`src/rtl/neopix_pkg.sv`:
```
// Shared types and default timing for the WS2812 receiver.
// Holds FSM state encoding, cycle thresholds and word width.
package neopix_pkg;

  typedef enum logic [1:0] {
    S_IDLE  = 2'd0,
    S_HIGH  = 2'd1,
    S_LOW   = 2'd2,
    S_STUCK = 2'd3
  } state_t;

  localparam int THRESH_CYC   = 30;
  localparam int MIN_HIGH_CYC = 8;
  localparam int MAX_HIGH_CYC = 75;
  localparam int RESET_CYC    = 2500;
  localparam int PIXEL_BITS   = 24;

endpackage

```
`src/rtl/neopixel_receiver_synchronizer.sv`:
```
// Two-flop synchronizer for the asynchronous serial line.
// Ports: i_clk, i_rst_n (async low), i_d (async in), o_q (synced out).
module neopixel_receiver_synchronizer (
  input  logic i_clk,
  input  logic i_rst_n,
  input  logic i_d,
  output logic o_q
);

  logic r_meta;
  logic r_sync;

  always_ff @(posedge i_clk or negedge i_rst_n) begin
    if (!i_rst_n) begin
      r_meta <= 1'b0;
      r_sync <= 1'b0;
    end else begin
      r_meta <= i_d;
      r_sync <= r_meta;
    end
  end

  assign o_q = r_sync;

endmodule

```
`src/rtl/neopixel_receiver.sv`:
```
// WS2812 line decoder: pixel words, frame latch detect, sticky error.
// Ports: CLOCK_50, reset_n (async low), neo_in, pixel_data/pixel_valid,
//   frame_done/frame_pixels, error, neo_out.
// Option: NEOPIX_RX_FORWARD_EN enables forwarding of pixels 2..N on neo_out.
module neopixel_receiver #(
  parameter int THRESH_CYC   = neopix_pkg::THRESH_CYC,
  parameter int MIN_HIGH_CYC = neopix_pkg::MIN_HIGH_CYC,
  parameter int MAX_HIGH_CYC = neopix_pkg::MAX_HIGH_CYC,
  parameter int RESET_CYC    = neopix_pkg::RESET_CYC
) (
  input  logic        CLOCK_50,
  input  logic        reset_n,
  input  logic        neo_in,
  output logic [23:0] pixel_data,
  output logic        pixel_valid,
  output logic        frame_done,
  output logic [9:0]  frame_pixels,
  output logic        error,
  output logic        neo_out
);

  import neopix_pkg::*;

  localparam int HW = $clog2(MAX_HIGH_CYC + 1);
  localparam int LW = $clog2(RESET_CYC + 1);

  localparam logic [HW-1:0] L_MIN   = HW'(MIN_HIGH_CYC);
  localparam logic [HW-1:0] L_THR   = HW'(THRESH_CYC);
  localparam logic [HW-1:0] L_MAXM1 = HW'(MAX_HIGH_CYC - 1);
  localparam logic [LW-1:0] L_RSTM1 = LW'(RESET_CYC - 1);
  localparam logic [4:0]    L_LAST  = 5'(PIXEL_BITS - 1);
  localparam logic [9:0]    L_PMAX  = 10'd1023;

  logic          w_sync;
  logic          r_prev;
  logic          w_rise;
  logic          w_fall;
  logic          w_bit;
  logic          w_px;
  logic          w_latch;
  state_t        r_state;
  logic [HW-1:0] r_hcnt;
  logic [LW-1:0] r_lcnt;
  logic [4:0]    r_bcnt;
  logic [9:0]    r_pcnt;
  logic [22:0]   r_shift;
  logic [23:0]   r_pix;
  logic          r_pvld;
  logic          r_fdone;
  logic [9:0]    r_fpix;
  logic          r_err;

  neopixel_receiver_synchronizer u_sync (
    .i_clk   (CLOCK_50),
    .i_rst_n (reset_n),
    .i_d     (neo_in),
    .o_q     (w_sync)
  );

  always_ff @(posedge CLOCK_50 or negedge reset_n) begin
    if (!reset_n) r_prev <= 1'b0;
    else          r_prev <= w_sync;
  end

  assign w_rise = w_sync & ~r_prev;
  assign w_fall = ~w_sync & r_prev;
  assign w_bit  = (r_hcnt >= L_THR);

  // 24th accepted bit completes a word
  assign w_px = (r_state == S_HIGH) && w_fall &&
                (r_hcnt >= L_MIN) && (r_bcnt == L_LAST);

  // RESET_CYC-th consecutive low cycle after a bit
  assign w_latch = (r_state == S_LOW) && !w_rise &&
                   (r_lcnt >= L_RSTM1);

  always_ff @(posedge CLOCK_50 or negedge reset_n) begin
    if (!reset_n) begin
      r_state <= S_IDLE;
      r_hcnt  <= '0;
      r_lcnt  <= '0;
      r_bcnt  <= '0;
      r_pcnt  <= '0;
      r_shift <= '0;
      r_pix   <= '0;
      r_pvld  <= 1'b0;
      r_fdone <= 1'b0;
      r_fpix  <= '0;
      r_err   <= 1'b0;
    end else begin
      r_pvld  <= 1'b0;
      r_fdone <= 1'b0;
      unique case (r_state)
        S_IDLE: begin
          if (w_rise) begin
            r_state <= S_HIGH;
            r_hcnt  <= HW'(1);
          end
        end
        S_HIGH: begin
          if (w_fall) begin
            r_state <= S_LOW;
            r_lcnt  <= LW'(1);
            if (r_hcnt < L_MIN) begin
              r_err <= 1'b1;
            end else if (w_px) begin
              r_pix  <= {r_shift, w_bit};
              r_pvld <= 1'b1;
              r_bcnt <= '0;
              if (r_pcnt != L_PMAX) r_pcnt <= r_pcnt + 10'd1;
            end else begin
              r_shift <= {r_shift[21:0], w_bit};
              r_bcnt  <= r_bcnt + 5'd1;
            end
          end else if (r_hcnt >= L_MAXM1) begin
            r_err   <= 1'b1;
            r_bcnt  <= '0;
            r_state <= S_STUCK;
          end else begin
            r_hcnt <= r_hcnt + HW'(1);
          end
        end
        S_LOW: begin
          if (w_rise) begin
            r_state <= S_HIGH;
            r_hcnt  <= HW'(1);
          end else if (w_latch) begin
            if (r_pcnt != 10'd0) begin
              r_fdone <= 1'b1;
              r_fpix  <= r_pcnt;
            end
            if (r_bcnt != 5'd0) r_err <= 1'b1;
            r_pcnt  <= '0;
            r_bcnt  <= '0;
            r_state <= S_IDLE;
          end else begin
            r_lcnt <= r_lcnt + LW'(1);
          end
        end
        S_STUCK: begin
          if (w_fall) r_state <= S_IDLE;
        end
        default: r_state <= S_IDLE;
      endcase
    end
  end

  assign pixel_data   = r_pix;
  assign pixel_valid  = r_pvld;
  assign frame_done   = r_fdone;
  assign frame_pixels = r_fpix;
  assign error        = r_err;

`ifdef NEOPIX_RX_FORWARD_EN
  // first pixel is consumed here; later pixels pass downstream
  logic r_fwd;

  always_ff @(posedge CLOCK_50 or negedge reset_n) begin
    if (!reset_n)     r_fwd <= 1'b0;
    else if (w_latch) r_fwd <= 1'b0;
    else if (w_px)    r_fwd <= 1'b1;
  end

  assign neo_out = w_sync & r_fwd;
`else
  assign neo_out = 1'b0;
`endif

endmodule

```
`config.mk`:
```
export PLATFORM = sky130hd
export DESIGN_NAME = neopixel_receiver
export DESIGN_NICKNAME = d
export VERILOG_FILES = /design/src/rtl/neopix_pkg.sv /design/src/rtl/neopixel_receiver_synchronizer.sv /design/src/rtl/neopixel_receiver.sv
export SDC_FILE = /design/constraint.sdc
export NUM_CORES = 1
export LEC_CHECK = 0
export CAP_MARGIN = 40
export CORE_ASPECT_RATIO = 0.8
export CORE_MARGIN = 3
export CORE_UTILIZATION = 45
export CTS_BUF_LIST = sky130_fd_sc_hd__clkbuf_8
export CTS_CLUSTER_SIZE = 30
export DETAILED_ROUTE_END_ITERATION = 7
export PLACE_DENSITY = 0.63
export SYNTH_ARGS = -nofsm -noshare
export SYNTH_HDL_FRONTEND = slang
export SYNTH_SLANG_ARGS = --single-unit
```
`constraint.sdc`:
```
create_clock -name CLOCK_50 -period 2.6 [get_ports CLOCK_50]
set_input_delay 0.26 -clock CLOCK_50 [delete_from_list [all_inputs] [get_ports CLOCK_50]]
set_output_delay 0.26 -clock CLOCK_50 [all_outputs]
set_load 0.03 [all_outputs]
```
==> results.md <==
- The cell count after synthesis is around 400.
- The number of diodes added for antenna fixing is 0.
- The deepest level of the CTS H-tree is 3.
- Leaving out fill and tap cells, the most frequent cells in the layout are sky130_fd_sc_hd__dfrtp_1 (99), sky130_fd_sc_hd__mux2_2 (51), sky130_fd_sc_hd__clkdlybuf4s50_1 (38).
- The cell area after synthesis is approximately 4600 um2.
- The first global-routing pass estimated ~15000 um of wire.
- The critical path is of the flip-flop to flip-flop type.
- Data arrives at the worst endpoint at 2.63 ns.
- The clock net sink count is between 90 and 100.
- The first detailed-routing pass took 4 iterations.
- The total routing usage reported by global routing is 0.160.
- The worst setup path is launched from a flip-flop.
- A synthesized cell averages 11.7 um2.
- The cell with the largest stage delay on the worst path is sky130_fd_sc_hd__dfrtp_1.
- The routed via count divided by cell count is approximately 5.5.
- The count of final max-slew check failures is 0.
- The area growth from synthesis to layout is 18.8%.
- The share of total power dissipated in sequential elements is 0.537.
- The via count of the first global-routing pass came to about 3000.
- The cell count of the worst reg-to-reg path is 6.
- Dividing the detail-routed wire length by the instance count gives around 15 um.
- Walking the worst path, the cells encountered are nand4bb_1, or3_1, buf_4, a31oi_1, a22oi_1, o211ai_1.
- The filler cells instantiated in the layout total about 880.
- Entering global routing, the biggest net connects 44 pins.
- The clock tree root driver cell is sky130_fd_sc_hd__clkbuf_8.
- In this run, synthesis inferred 0 flip-flops with an integrated enable.
- The share of synthesized flip-flops with an asynchronous set or reset is 1.00.
- The area of the placeable core is ~10000 um2.
- The starting DRC count in detailed routing is 230.
- The reported leakage power is between 2 and 2.5 nW.
- Of the total power, the share spent switching nets is 0.267.
- The clock passes through at most 2 buffers.
- At the end of routability-driven placement, the weighted congestion stood at approximately 0.9.
- The path category of the worst min-delay check is primary input to flip-flop.
- After clock tree synthesis, the repair step resized 0 gates.
- The number of nets in the layout is 454.
- The clock-pin slew on the worst setup and hold paths is about 0.10 ns.
- The analysis attributes to net switching a power of roughly 840 uW.
- The die is ~120 um wide.
- TritonCTS built the clock tree.
- At the pin with the least slew margin, the transition time is roughly 0.64 ns.
- The largest driver fanout on the critical path is 28.
- Setup repair after global routing left no endpoint under its margin.
- After detailed routing, the number of remaining DRC violations is 0.
- Of the total power, combinational logic draws 0.114.
- The half-perimeter wire length of the detailed placement result is 6030 um.
- Synthesis produced a netlist with a net count of just over 400.
- For this block, the routed nets add up to a little under 9000 um of wire.
- The worst hold path stage count is 1.
- Counting I/O delays and the setup requirement, the final critical path takes 2.35 ns.
- For this run, the leading register cell type out of synthesis is sky130_fd_sc_hd__dfrtp_1.
- In this run the count of I/O pins placed on the die edge is 41.
- The minimum setup slack after placement is roughly 0.28 ns.
- Setup violations remaining at the end of the flow were counted as 0.
- The proportion of synthesized chip area in sequential cells is 0.540.
- Clock latency on the worst-skew pair, taken at its later pin, is approximately 0.36 ns.
- Data on the critical path is required at its endpoint by 2.87 ns.
- The total via count in the routed design is between 3000 and 4000.
- In this run the vertical extent of the chip is roughly 96 um.
- In this design, the stage delay of the slowest critical-path cell is between 0.5 and 0.6 ns.
- In this run the power density over the cells is around 570 nW/um2.
- The flow ran to the end, and the final reports show no timing, DRC or antenna violations.
- The final number of hold-violating endpoints is 0.
- The number of setup buffers added after CTS is 0.
- For this configuration, the core starts out at a cell density of 0.470.
- The number of warnings issued by yosys is 0.
- Across the VDD grid, the largest voltage drop is between 300 and 400 uV.
- The share of layout cells above drive strength 1 is 0.209.
- Based on the critical path, the design can be clocked at up to 425 MHz.
- The setup TNS after final layout is 0 ns.
- The worst setup path is captured at a flip-flop.
- Of the total power, the clock network draws 0.349.
- The total overflow left after global routing is 0.
- The floorplan step defined a die boundary enclosing 11500 um2.
- Internal power comes to 2.29 mW.
- The ratio of final minimum period to clock period is 0.905.
- Measured on the finished design, the core utilization comes to 0.558.
- The max-capacitance violation count is 0.
- The number of buffer cells added on primary ports is 39.
- The power consumption is between 3 and 4 mW.
- The most common library cell in the layout ignoring fill and taps is sky130_fd_sc_hd__dfrtp_1.
- Setup slack on the critical path of the routed design comes to approximately 0.25 ns.
- Clock skew on the completed layout was measured at 0.00786 ns.
- The remaining number of nets flagged by the antenna check after routing is 0.
- The initial antenna violation count is 0.
- In this run, distinct cell masters in the synthesized netlist total 56.
- The max-slew headroom at the worst pin is 0.566.
- Buffers inserted during clock tree synthesis total 9.
- The flip-flop and latch count after synthesis is roughly 100.
- The number of rows created at floorplan is 32.
==> synth_stat cells, types with 2 or more instances <==
cell type                    n  area (um2)
sky130_fd_sc_hd__or3_1       9        56.3
sky130_fd_sc_hd__buf_6       2        22.5
sky130_fd_sc_hd__nand3b_1    2        15.0
sky130_fd_sc_hd__a211o_1     2        17.5
sky130_fd_sc_hd__nand2_1    17        63.8
sky130_fd_sc_hd__o31ai_1    10        75.1
sky130_fd_sc_hd__nand2b_1    5        31.3
sky130_fd_sc_hd__and2_1      3        18.8
sky130_fd_sc_hd__or2_2       2        12.5
sky130_fd_sc_hd__nor2_1     26        97.6
sky130_fd_sc_hd__nor2b_1     7        43.8
sky130_fd_sc_hd__xnor2_1     3        26.3
sky130_fd_sc_hd__nor3_1      5        25.0
sky130_fd_sc_hd__o21ai_0    21         105
sky130_fd_sc_hd__a31oi_1     5        31.3
sky130_fd_sc_hd__mux2_1      5        56.3
sky130_fd_sc_hd__a21oi_1    18        90.1
sky130_fd_sc_hd__buf_1       3        11.3
sky130_fd_sc_hd__clkbuf_1    4        15.0
sky130_fd_sc_hd__mux2_2     51         574
sky130_fd_sc_hd__nand3_1    16        80.1
sky130_fd_sc_hd__a31o_2      2        17.5
sky130_fd_sc_hd__nand4b_1    3        26.3
sky130_fd_sc_hd__nand4_1     6        37.5
sky130_fd_sc_hd__buf_2       5        25.0
sky130_fd_sc_hd__o211ai_1    6        45.0
sky130_fd_sc_hd__a22oi_1     3        22.5
sky130_fd_sc_hd__ha_1        7        87.6
sky130_fd_sc_hd__a21o_1      2        15.0
sky130_fd_sc_hd__o2111ai_4   2        52.6
sky130_fd_sc_hd__inv_1      11        41.3
sky130_fd_sc_hd__dfrtp_1    99        2480
sky130_fd_sc_hd__xor2_1      2        17.5
sky130_fd_sc_hd__and3_1      4        25.0
sky130_fd_sc_hd__or4_1       3        22.5
sky130_fd_sc_hd__nor4_1      2        12.5
==> repair_timing <==
| item | 4_1_cts | 5_1_grt |
|---|---|---|
| endpoints found under the setup margin | 0 | 0 |
| hold buffers | 1 | 0 |
| endpoints found under the hold margin | 39 | 0 |
==> power groups by stage <==
stage	Sequential (mW)	Clock, mW	Combinational, mW
2_1_floorplan	1.68	0	0.253
3_3_place_gp	1.70	0	0.350
3_5_place_dp	1.71	0	0.360
4_1_cts	1.68	1.14	0.365
5_1_grt	1.69	1.19	0.409
6_report	1.68	1.09	0.357
==> logic make-up (layout without fill, tap and decap cells) <==
group,after synthesis,count (layout),synth area share
muxes,57,57,0.140
xor gates and xnor gates,5,5,0.00954
AOI/OAI and AO/OA,81,81,0.125
and+or+nand+nor,117,117,0.139
other,1,1,0.000817
adders and majority gates,7,7,0.0191
buffers and inverters,26,82,0.0267
DFF,99,99,0.540
==> critical path: cells and delay by family (launching register included) <==
kind / cells / cell delay [ns]
AOI/OAI and AO/OA: 3 / 0.71
and+or+nand+nor: 2 / 0.71
DFF: 1 / 0.58
buffers and inverters: 1 / 0.27
==> worst paths after layout <==
check,start,slack (ns),end
max,r_state[1],0.25,r_pcnt[5]
max in group asynchronous,reset_n,1.52,r_pcnt[1]
min,neo_in,0.33,u_sync.r_meta
min in group asynchronous,reset_n,0.43,r_pcnt[3]
max reg2reg,r_state[1],0.25,r_pcnt[5]
min reg2reg,u_sync.r_meta,0.36,u_sync.o_q
==> layout make-up <==
cell class / instances / area (um2) / share of cell area
Sequential cell: 99 / 2480 / 0.454
Clock inverter: 7 / 100 / 0.0184
Timing Repair Buffer: 55 / 536 / 0.0982
Clock buffer: 9 / 124 / 0.0227
Tap cell: 136 / 170 / 0.0312
Inverter: 11 / 41.3 / 0.00757
Multi-Input combinational cell: 268 / 2000 / 0.367
==> flip-flops by register name (all words and copies together) (netlist names) <==
name           count
r_bcnt             5
r_state            2
pixel_valid        1
u_sync.r_meta      1
r_shift           23
r_pcnt            10
r_lcnt            12
u_sync.o_q         1
error              1
frame_pixels      10
frame_done         1
r_prev             1
pixel_data        24
r_hcnt             7
==> per-stage QoR <==
step | cell area, um2 | std cells | hold WS (ns)
finish | 5450 | 585 | 0.329
global route | 5450 | 585 | 0.327
CTS | 5450 | 585 | 0.305
detailed placement | 5220 | 568 | 0.286
global placement | 5220 | 568 | 0.280
floorplan | 4590 | 393 | -0.0356
==> metal layers <==
| layer | vias to the layer above | part of all wire | GRT usage |
|---|---|---|---|
| li1 | 1557 | - | - |
| met1 | 1567 | 0.49 | 0.235 |
| met2 | 76 | 0.44 | 0.241 |
| met3 | 8 | 0.056 | 0.0376 |
| met4 | 0 | 0.010 | 0.0386 |
| met5 | - | 0 | 0 |
Note: power is estimated with default switching activity, not from simulation.
